==> src/rtl/usb_fs_out_ep_buffer_if.sv <==
`default_nettype none
// +--------------------------------------------------------------------------+
// | usb_fs_out_ep_buffer_if                                                  |
// | Receiver packet events, consumer read port and handshake request bundle. |
// | Rev 1.0 - initial release                                                |
// +--------------------------------------------------------------------------+
interface usb_fs_out_ep_buffer_if;
  logic [6:0] dev_addr;
  logic       pkt_start;
  logic       pkt_end;
  logic [3:0] pid;
  logic [6:0] addr;
  logic [3:0] endp;
  logic       valid_packet;
  logic       rx_data_put;
  logic [7:0] rx_data;
  logic       rd_en;
  logic [7:0] rd_data;
  logic       rd_empty;
  logic       pkt_committed;
  logic       last_setup;
  logic       hs_req;
  logic       hs_ack;

  modport master (
    output dev_addr, pkt_start, pkt_end, pid, addr, endp, valid_packet,
    output rx_data_put, rx_data, rd_en,
    input  rd_data, rd_empty, pkt_committed, last_setup, hs_req, hs_ack
  );

  modport slave (
    input  dev_addr, pkt_start, pkt_end, pid, addr, endp, valid_packet,
    input  rx_data_put, rx_data, rd_en,
    output rd_data, rd_empty, pkt_committed, last_setup, hs_req, hs_ack
  );
endinterface
`default_nettype wire

==> src/rtl/usb_fs_out_ep_buffer.sv <==
`default_nettype none
// +--------------------------------------------------------------------------+
// | usb_fs_out_ep_buffer                                                     |
// | OUT/SETUP endpoint byte FIFO with speculative write, CRC strip, ACK/NAK. |
// | Rev 1.0 - initial release                                                |
// +--------------------------------------------------------------------------+
module usb_fs_out_ep_buffer #(
  parameter int EP    = 0,
  parameter int DEPTH = 64,
  parameter int AW    = $clog2(DEPTH)
) (
  input  logic                  clk,
  input  logic                  reset,
  usb_fs_out_ep_buffer_if.slave bus
);

  localparam logic [3:0]  c_pid_out   = 4'b0001;
  localparam logic [3:0]  c_pid_setup = 4'b1101;
  localparam logic [3:0]  c_pid_data0 = 4'b0011;
  localparam logic [3:0]  c_pid_data1 = 4'b1011;
  localparam logic [3:0]  c_ep        = 4'(EP);
  localparam logic [AW:0] c_depth     = (AW+1)'(DEPTH);
  localparam logic [AW:0] c_crc_len   = (AW+1)'(2);
  localparam logic [AW+1:0] c_cnt_max = (AW+2)'(DEPTH + 2);
  localparam logic [AW+1:0] c_cnt_min = (AW+2)'(2);

  typedef enum logic [2:0] {
    IDLE      = 3'd0,
    EVAL_TOK  = 3'd1,
    ARMED     = 3'd2,
    RECV      = 3'd3,
    EVAL_DATA = 3'd4
  } state_t;

  state_t          r_state;
  logic [7:0]      r_mem [DEPTH];
  logic [AW:0]     r_wr_ptr;
  logic [AW:0]     r_cm_ptr;
  logic [AW:0]     r_rd_ptr;
  logic [AW+1:0]   r_byte_cnt;
  logic            r_data_toggle;
  logic            r_overflow;
  logic            r_is_setup;
  logic            r_last_setup;
  logic            r_hs_req;
  logic            r_hs_ack;
  logic            r_pkt_committed;

  logic w_empty;
  logic w_full;
  logic w_wr_en;
  logic w_pop;
  logic w_tok_match;
  logic w_data_ok;

  assign w_empty = (r_rd_ptr == r_cm_ptr);
  // Full counts speculative bytes too, so an uncommitted packet can never overwrite unread data.
  assign w_full  = ((r_wr_ptr - r_rd_ptr) == c_depth);
  assign w_wr_en = (r_state == RECV) && bus.rx_data_put && !w_full;
  assign w_pop   = bus.rd_en && !w_empty;

  assign w_tok_match = bus.valid_packet
                    && ((bus.pid == c_pid_out) || (bus.pid == c_pid_setup))
                    && (bus.addr == bus.dev_addr)
                    && (bus.endp == c_ep);

  assign w_data_ok = bus.valid_packet
                  && ((bus.pid == c_pid_data0) || (bus.pid == c_pid_data1))
                  && (r_byte_cnt >= c_cnt_min);

  always_ff @(posedge clk) begin
    if (w_wr_en) begin
      r_mem[r_wr_ptr[AW-1:0]] <= bus.rx_data;
    end
  end

  assign bus.rd_data       = r_mem[r_rd_ptr[AW-1:0]];
  assign bus.rd_empty      = w_empty;
  assign bus.pkt_committed = r_pkt_committed;
  assign bus.last_setup    = r_last_setup;
  assign bus.hs_req        = r_hs_req;
  assign bus.hs_ack        = r_hs_ack;

  always_ff @(posedge clk or posedge reset) begin
    if (reset) begin
      r_state         <= IDLE;
      r_wr_ptr        <= '0;
      r_cm_ptr        <= '0;
      r_rd_ptr        <= '0;
      r_byte_cnt      <= '0;
      r_data_toggle   <= 1'b0;
      r_overflow      <= 1'b0;
      r_is_setup      <= 1'b0;
      r_last_setup    <= 1'b0;
      r_hs_req        <= 1'b0;
      r_hs_ack        <= 1'b0;
      r_pkt_committed <= 1'b0;
    end else begin
      r_hs_req        <= 1'b0;
      r_pkt_committed <= 1'b0;
      if (w_pop) begin
        r_rd_ptr <= r_rd_ptr + 1'b1;
      end
      case (r_state)
        IDLE: begin
          if (bus.pkt_end) r_state <= EVAL_TOK;
        end
        EVAL_TOK: begin
          if (w_tok_match) begin
            r_state    <= ARMED;
            r_is_setup <= (bus.pid == c_pid_setup);
            if (bus.pid == c_pid_setup) r_data_toggle <= 1'b0;
          end else begin
            r_state <= IDLE;
          end
        end
        ARMED: begin
          if (bus.pkt_start) begin
            r_state    <= RECV;
            r_overflow <= 1'b0;
            r_byte_cnt <= '0;
            r_wr_ptr   <= r_cm_ptr;
          end else if (bus.pkt_end) begin
            r_state <= EVAL_TOK;
          end
        end
        RECV: begin
          if (bus.rx_data_put) begin
            if (w_full) r_overflow <= 1'b1;
            else        r_wr_ptr   <= r_wr_ptr + 1'b1;
            if (r_byte_cnt != c_cnt_max) r_byte_cnt <= r_byte_cnt + 1'b1;
          end
          if (bus.pkt_end) r_state <= EVAL_DATA;
        end
        EVAL_DATA: begin
          r_state <= IDLE;
          if (!w_data_ok) begin
            r_wr_ptr <= r_cm_ptr;
          end else if (r_overflow) begin
            r_wr_ptr <= r_cm_ptr;
            r_hs_req <= 1'b1;
            r_hs_ack <= 1'b0;
          end else if (bus.pid[3] != r_data_toggle) begin
            // Retransmission of an already accepted packet: ACK it but keep the FIFO as is.
            r_wr_ptr <= r_cm_ptr;
            r_hs_req <= 1'b1;
            r_hs_ack <= 1'b1;
          end else begin
            r_cm_ptr        <= r_wr_ptr - c_crc_len;
            r_wr_ptr        <= r_wr_ptr - c_crc_len;
            r_data_toggle   <= ~r_data_toggle;
            r_pkt_committed <= 1'b1;
            r_last_setup    <= r_is_setup;
            r_hs_req        <= 1'b1;
            r_hs_ack        <= 1'b1;
          end
        end
        default: r_state <= IDLE;
      endcase
    end
  end

endmodule
`default_nettype wire

==> src/flat_wrapper.sv <==
// flat-port wrapper written by rule: the top's interface ports become plain ports
module usb_fs_out_ep_buffer_flat 
#(
  parameter int EP    = 0,
  parameter int DEPTH = 64,
  parameter int AW    = $clog2(DEPTH)
)
  (clk, reset, bus_dev_addr, bus_pkt_start, bus_pkt_end, bus_pid, bus_addr, bus_endp, bus_valid_packet, bus_rx_data_put, bus_rx_data, bus_rd_en, bus_rd_data, bus_rd_empty, bus_pkt_committed, bus_last_setup, bus_hs_req, bus_hs_ack);
  usb_fs_out_ep_buffer_if bus_i ();
  input  logic clk;
  input  logic reset;
  input wire logic [$bits(bus_i.dev_addr)-1:0] bus_dev_addr;
  input wire logic [$bits(bus_i.pkt_start)-1:0] bus_pkt_start;
  input wire logic [$bits(bus_i.pkt_end)-1:0] bus_pkt_end;
  input wire logic [$bits(bus_i.pid)-1:0] bus_pid;
  input wire logic [$bits(bus_i.addr)-1:0] bus_addr;
  input wire logic [$bits(bus_i.endp)-1:0] bus_endp;
  input wire logic [$bits(bus_i.valid_packet)-1:0] bus_valid_packet;
  input wire logic [$bits(bus_i.rx_data_put)-1:0] bus_rx_data_put;
  input wire logic [$bits(bus_i.rx_data)-1:0] bus_rx_data;
  input wire logic [$bits(bus_i.rd_en)-1:0] bus_rd_en;
  output wire logic [$bits(bus_i.rd_data)-1:0] bus_rd_data;
  output wire logic [$bits(bus_i.rd_empty)-1:0] bus_rd_empty;
  output wire logic [$bits(bus_i.pkt_committed)-1:0] bus_pkt_committed;
  output wire logic [$bits(bus_i.last_setup)-1:0] bus_last_setup;
  output wire logic [$bits(bus_i.hs_req)-1:0] bus_hs_req;
  output wire logic [$bits(bus_i.hs_ack)-1:0] bus_hs_ack;
  assign bus_i.dev_addr = bus_dev_addr;
  assign bus_i.pkt_start = bus_pkt_start;
  assign bus_i.pkt_end = bus_pkt_end;
  assign bus_i.pid = bus_pid;
  assign bus_i.addr = bus_addr;
  assign bus_i.endp = bus_endp;
  assign bus_i.valid_packet = bus_valid_packet;
  assign bus_i.rx_data_put = bus_rx_data_put;
  assign bus_i.rx_data = bus_rx_data;
  assign bus_i.rd_en = bus_rd_en;
  assign bus_rd_data = bus_i.rd_data;
  assign bus_rd_empty = bus_i.rd_empty;
  assign bus_pkt_committed = bus_i.pkt_committed;
  assign bus_last_setup = bus_i.last_setup;
  assign bus_hs_req = bus_i.hs_req;
  assign bus_hs_ack = bus_i.hs_ack;
  usb_fs_out_ep_buffer #(.EP(EP), .DEPTH(DEPTH), .AW(AW)) u_core (.clk(clk), .reset(reset), .bus(bus_i));
endmodule
==> config.mk <==
export PLATFORM = sky130hd
export DESIGN_NAME = usb_fs_out_ep_buffer_flat
export DESIGN_NICKNAME = d
export VERILOG_FILES = /design/src/rtl/usb_fs_out_ep_buffer_if.sv /design/src/rtl/usb_fs_out_ep_buffer.sv /design/src/flat_wrapper.sv
export SDC_FILE = /design/constraint.sdc
export NUM_CORES = 1
export LEC_CHECK = 0
export ABC_AREA = 1
export CAP_MARGIN = 25
export CORE_MARGIN = 1.5
export CORE_UTILIZATION = 30
export CTS_BUF_LIST = sky130_fd_sc_hd__clkbuf_16
export DETAILED_ROUTE_END_ITERATION = 8
export GPL_TIMING_DRIVEN = 0
export SLEW_MARGIN = 20
export SYNTH_ARGS = -nofsm -noshare
export SYNTH_HDL_FRONTEND = slang
export SYNTH_SLANG_ARGS = --single-unit
==> constraint.sdc <==
create_clock -name clk -period 3 [get_ports clk]
set_input_delay 0.6 -clock clk [delete_from_list [all_inputs] [get_ports clk]]
set_output_delay 0.6 -clock clk [all_outputs]
set_load 0.01 [all_outputs]
==> results.yml <==
outcome:
  status: "finished with violations"
  violations: "setup timing"
pwr:
  clkPwrFrac: 0.250
  p_seq_frac: 0.318
  finalPower_w: 0.0273
  sw_frac_of_total: 0.394
  pwr-share-comb: 0.432
  leakagePower_nw: 10.8
  switching_power_w: 0.0107
  p_int_w: 0.0165
  power_density_mw_per_mm2: 905
  peakVddDrop_v: 0.000508
global_route:
  antenna_found_initial: 0
  first_global_vias: 16800
  track_usage: 0.183
  grt_max_degree: 65
  grt_pass1_wl_um: 111000
  grt_remaining_overflow: 0
die:
  die_area_mm2: 0.0807
  chipHeight_um: 284
  die_w_um: 284
  pin_count: 50
  row_count: 102
  core_region_area_mm2: 0.0778
  initial_core_util: 0.304
timing:
  timing.fmax_mhz: 285
  finClkSkew_ns: 0.0209
  hold_viol: 0
  period_share: 1.17
  drv_slew: 0
  rsz0062_at_grt: "yes"
  worst_slew_pin_slew_ns: 0.989
  worst_slack_ns: -0.511
  setup_viol: 8
  tns_ns: -3.27
  period_needed_ns: 3.51
  slew_headroom: 0.339
drt:
  drt-pass1-iter-count: 7
  drtIter0Drc: 2359
  viasPerCell: 5.06
  vias: 17600
  routed_wl_um: 75000
  drc: 0
  wl_per_cell_um: 21.5
  final_antenna_net_count: 0
synthesis:
  synthSimpleGateAreaFrac: 0.178
  synth.largest_area_cell: "edfxtp_1"
  synthCells: 2200
  synth_edf_count: 512
  synth_top_family_by_area: "simple AND/OR/NAND/NOR gates"
  synth_xor_xnor_area_share: 0.00628
  postSynthAreaPerCell_um2: 10.8
  synth_top_area_share: 0.649
  synth_flop_cell: "edfxtp_1"
  synthTopCellsByArea: "edfxtp_1, nor2_1, o21ai_0, nand2_1, dfrtp_1"
  synth_cell_types: 34
  ys_seq_area_frac: 0.690
  synth_mux_area_frac: 0
  synthesis.area_mm2: 0.0237
  yosysWarnings: 0
  synth-adder-area-share: 0.00792
  syn-num-nets: 2252
  synthArstFlopShare: 0.0708
  synth_seq_cells: 551
  synth_compound_area_frac: 0.0789
placed_design:
  routabilityCongestion: 0.911
  hpwl_um: 48200
  portBuffers: 49
final_layout:
  diodes: 0
  post-route-util: 0.387
  drive_gt1_frac: 0.199
  nFillCells: 7395
  multi_input_area_mm2: 0.00741
  syn2layout_area_growth_pct: 27.1
  seq_area_mm2: 0.0164
  nets: 2451
worst_setup_path:
  critPathRequiredTime_ns: 2.40
  r2r_setup_slack_ns: 0.02
  start_kind: "flip-flop"
  cp_max_fo: 7
  cp.arrival_ns: 2.91
  end_kind: "primary output"
  cp-startpoint: "u_core.r_rd_ptr[0]"
  ff2ff_path_depth: 15
  timing.rr.start: "u_core.r_rd_ptr[1]"
  path_class: "flip-flop to primary output"
  r2r-end: "u_core.r_mem[57][1]"
clocking:
  cts_tree: "done"
  cts_max_level: 2
  clkSinkCount: 551
  cts_made_buffers: 56
  path_clk_slew_ns: 0.06
  cts_max_path_buffers: 3
  insertion_delay_ns: 0.64
  hold_buffers: 0
  cts_root_buf: "clkbuf_16"
run:
  cap_viol_max_count: 0
hold_path:
  min-delay-path-class: "input pin to asynchronous set/reset pin"
logic make-up after synthesis:
| group | Yosys count |
|---|---|
| simple gates | 1054 |
| flops | 551 |
| compound gates | 350 |
| buf+inv | 213 |
| xor+xnor | 17 |
| fa+ha+maj | 15 |
sequential cells by signal (all words and copies together), names as in the netlist, 3 cells and up:
register           count
u_core.r_state         3
u_core.r_mem         512
u_core.r_cm_ptr        7
u_core.r_byte_cnt      8
u_core.r_wr_ptr        7
u_core.r_rd_ptr        7
worst max-delay path: stages (launching register included):
cell      delay, ns
dfrtp_2        0.44
buf_12         0.17
clkinv_8       0.06
buf_12         0.14
buf_12         0.17
buf_12         0.14
nor2_4         0.04
o211ai_1       0.32
nand3_1        0.22
nand2_1        0.16
nand3_2        0.15
nand2_2        0.14
buf_6          0.11
metal layers:
metal	global-route usage	part of all wire	vias up
met4	0.0718	0.039	0
met5	0	0	-
met1	0.253	0.41	8534
li1	-	-	7977
met3	0.0363	0.10	176
met2	0.283	0.45	943
what timing repair did:
action                     4_1_cts  5_1_grt
setup endpoints to repair      528      501
setup buffers                   70       12
resized for setup              444      113
gates cloned                     6        1
pin swaps                       89       67
per-stage QoR:
step | cell area, um2 | cells | hold WS, ns | setup slack (ns)
4_1_cts | 29700 | 3472 | 0.251 | -0.423
6_report | 30100 | 3482 | 0.267 | -0.511
5_1_grt | 30100 | 3482 | 0.295 | -0.465
3_3_place_gp | 25500 | 3289 | 0.468 | -1.65
3_5_place_dp | 25600 | 3296 | 0.470 | -1.61
2_1_floorplan | 23700 | 2200 | 0.449 | 0.210
Yosys cell counts, types with 8 or more instances:
cell type,n
nand3_1,116
xor2_1,16
dfrtp_1,39
edfxtp_1,512
nor2_1,547
clkbuf_1,40
or2_2,13
o211ai_1,38
nand4_1,8
nand2_1,353
a21oi_1,24
ha_1,15
inv_1,95
buf_1,13
buf_2,45
o21ai_0,268
worst max path at each step:
| stage | endpoint | cells after the start |
|---|---|---|
| after CTS | bus_rd_data[5] | 13 |
| after floorplan | u_core.r_mem[48][0] | 12 |
| final | bus_rd_data[2] | 12 |
| after global routing | bus_rd_data[2] | 14 |
| after global placement | u_core.r_mem[62][0] | 15 |
| after detailed placement | u_core.r_mem[12][6] | 15 |
area by class of cell:
class                   instances  area share
flip-flops and latches        551       0.543
multi-input cells            1436       0.246
repair buffers                142      0.0623
clock buffers                  56      0.0465
well taps                    1040      0.0432
plain buffers                 108      0.0337
inverters                     104      0.0138
clock inverters                45      0.0116
power groups by stage:
stage / Clock, W / Sequential, W / Combinational, W
finish: 0.00682 / 0.00867 / 0.0118
global route: 0.00717 / 0.00868 / 0.0125
CTS: 0.00685 / 0.00866 / 0.0112
detailed placement: 0 / 0.00878 / 0.00907
global placement: 0 / 0.00880 / 0.00902
floorplan: 0 / 0.00874 / 0.00531
cell usage in the layout, fill, tap and decap left out, types with 28 or more instances in the layout:
master	Yosys	final
edfxtp_1	512	512
nor2_1	547	454
nand2_1	353	319
o21ai_0	268	217
inv_1	95	97
nand3_1	116	97
nor2_4	2	68
buf_12	0	64
clkbuf_16	0	57
buf_4	5	56
o21ai_1	6	49
o211ai_1	38	38
dfrtp_1	39	34
clkdlybuf4s50_1	0	32
buf_6	6	30
nor2_2	1	28
(Power assumes the default switching activity.)
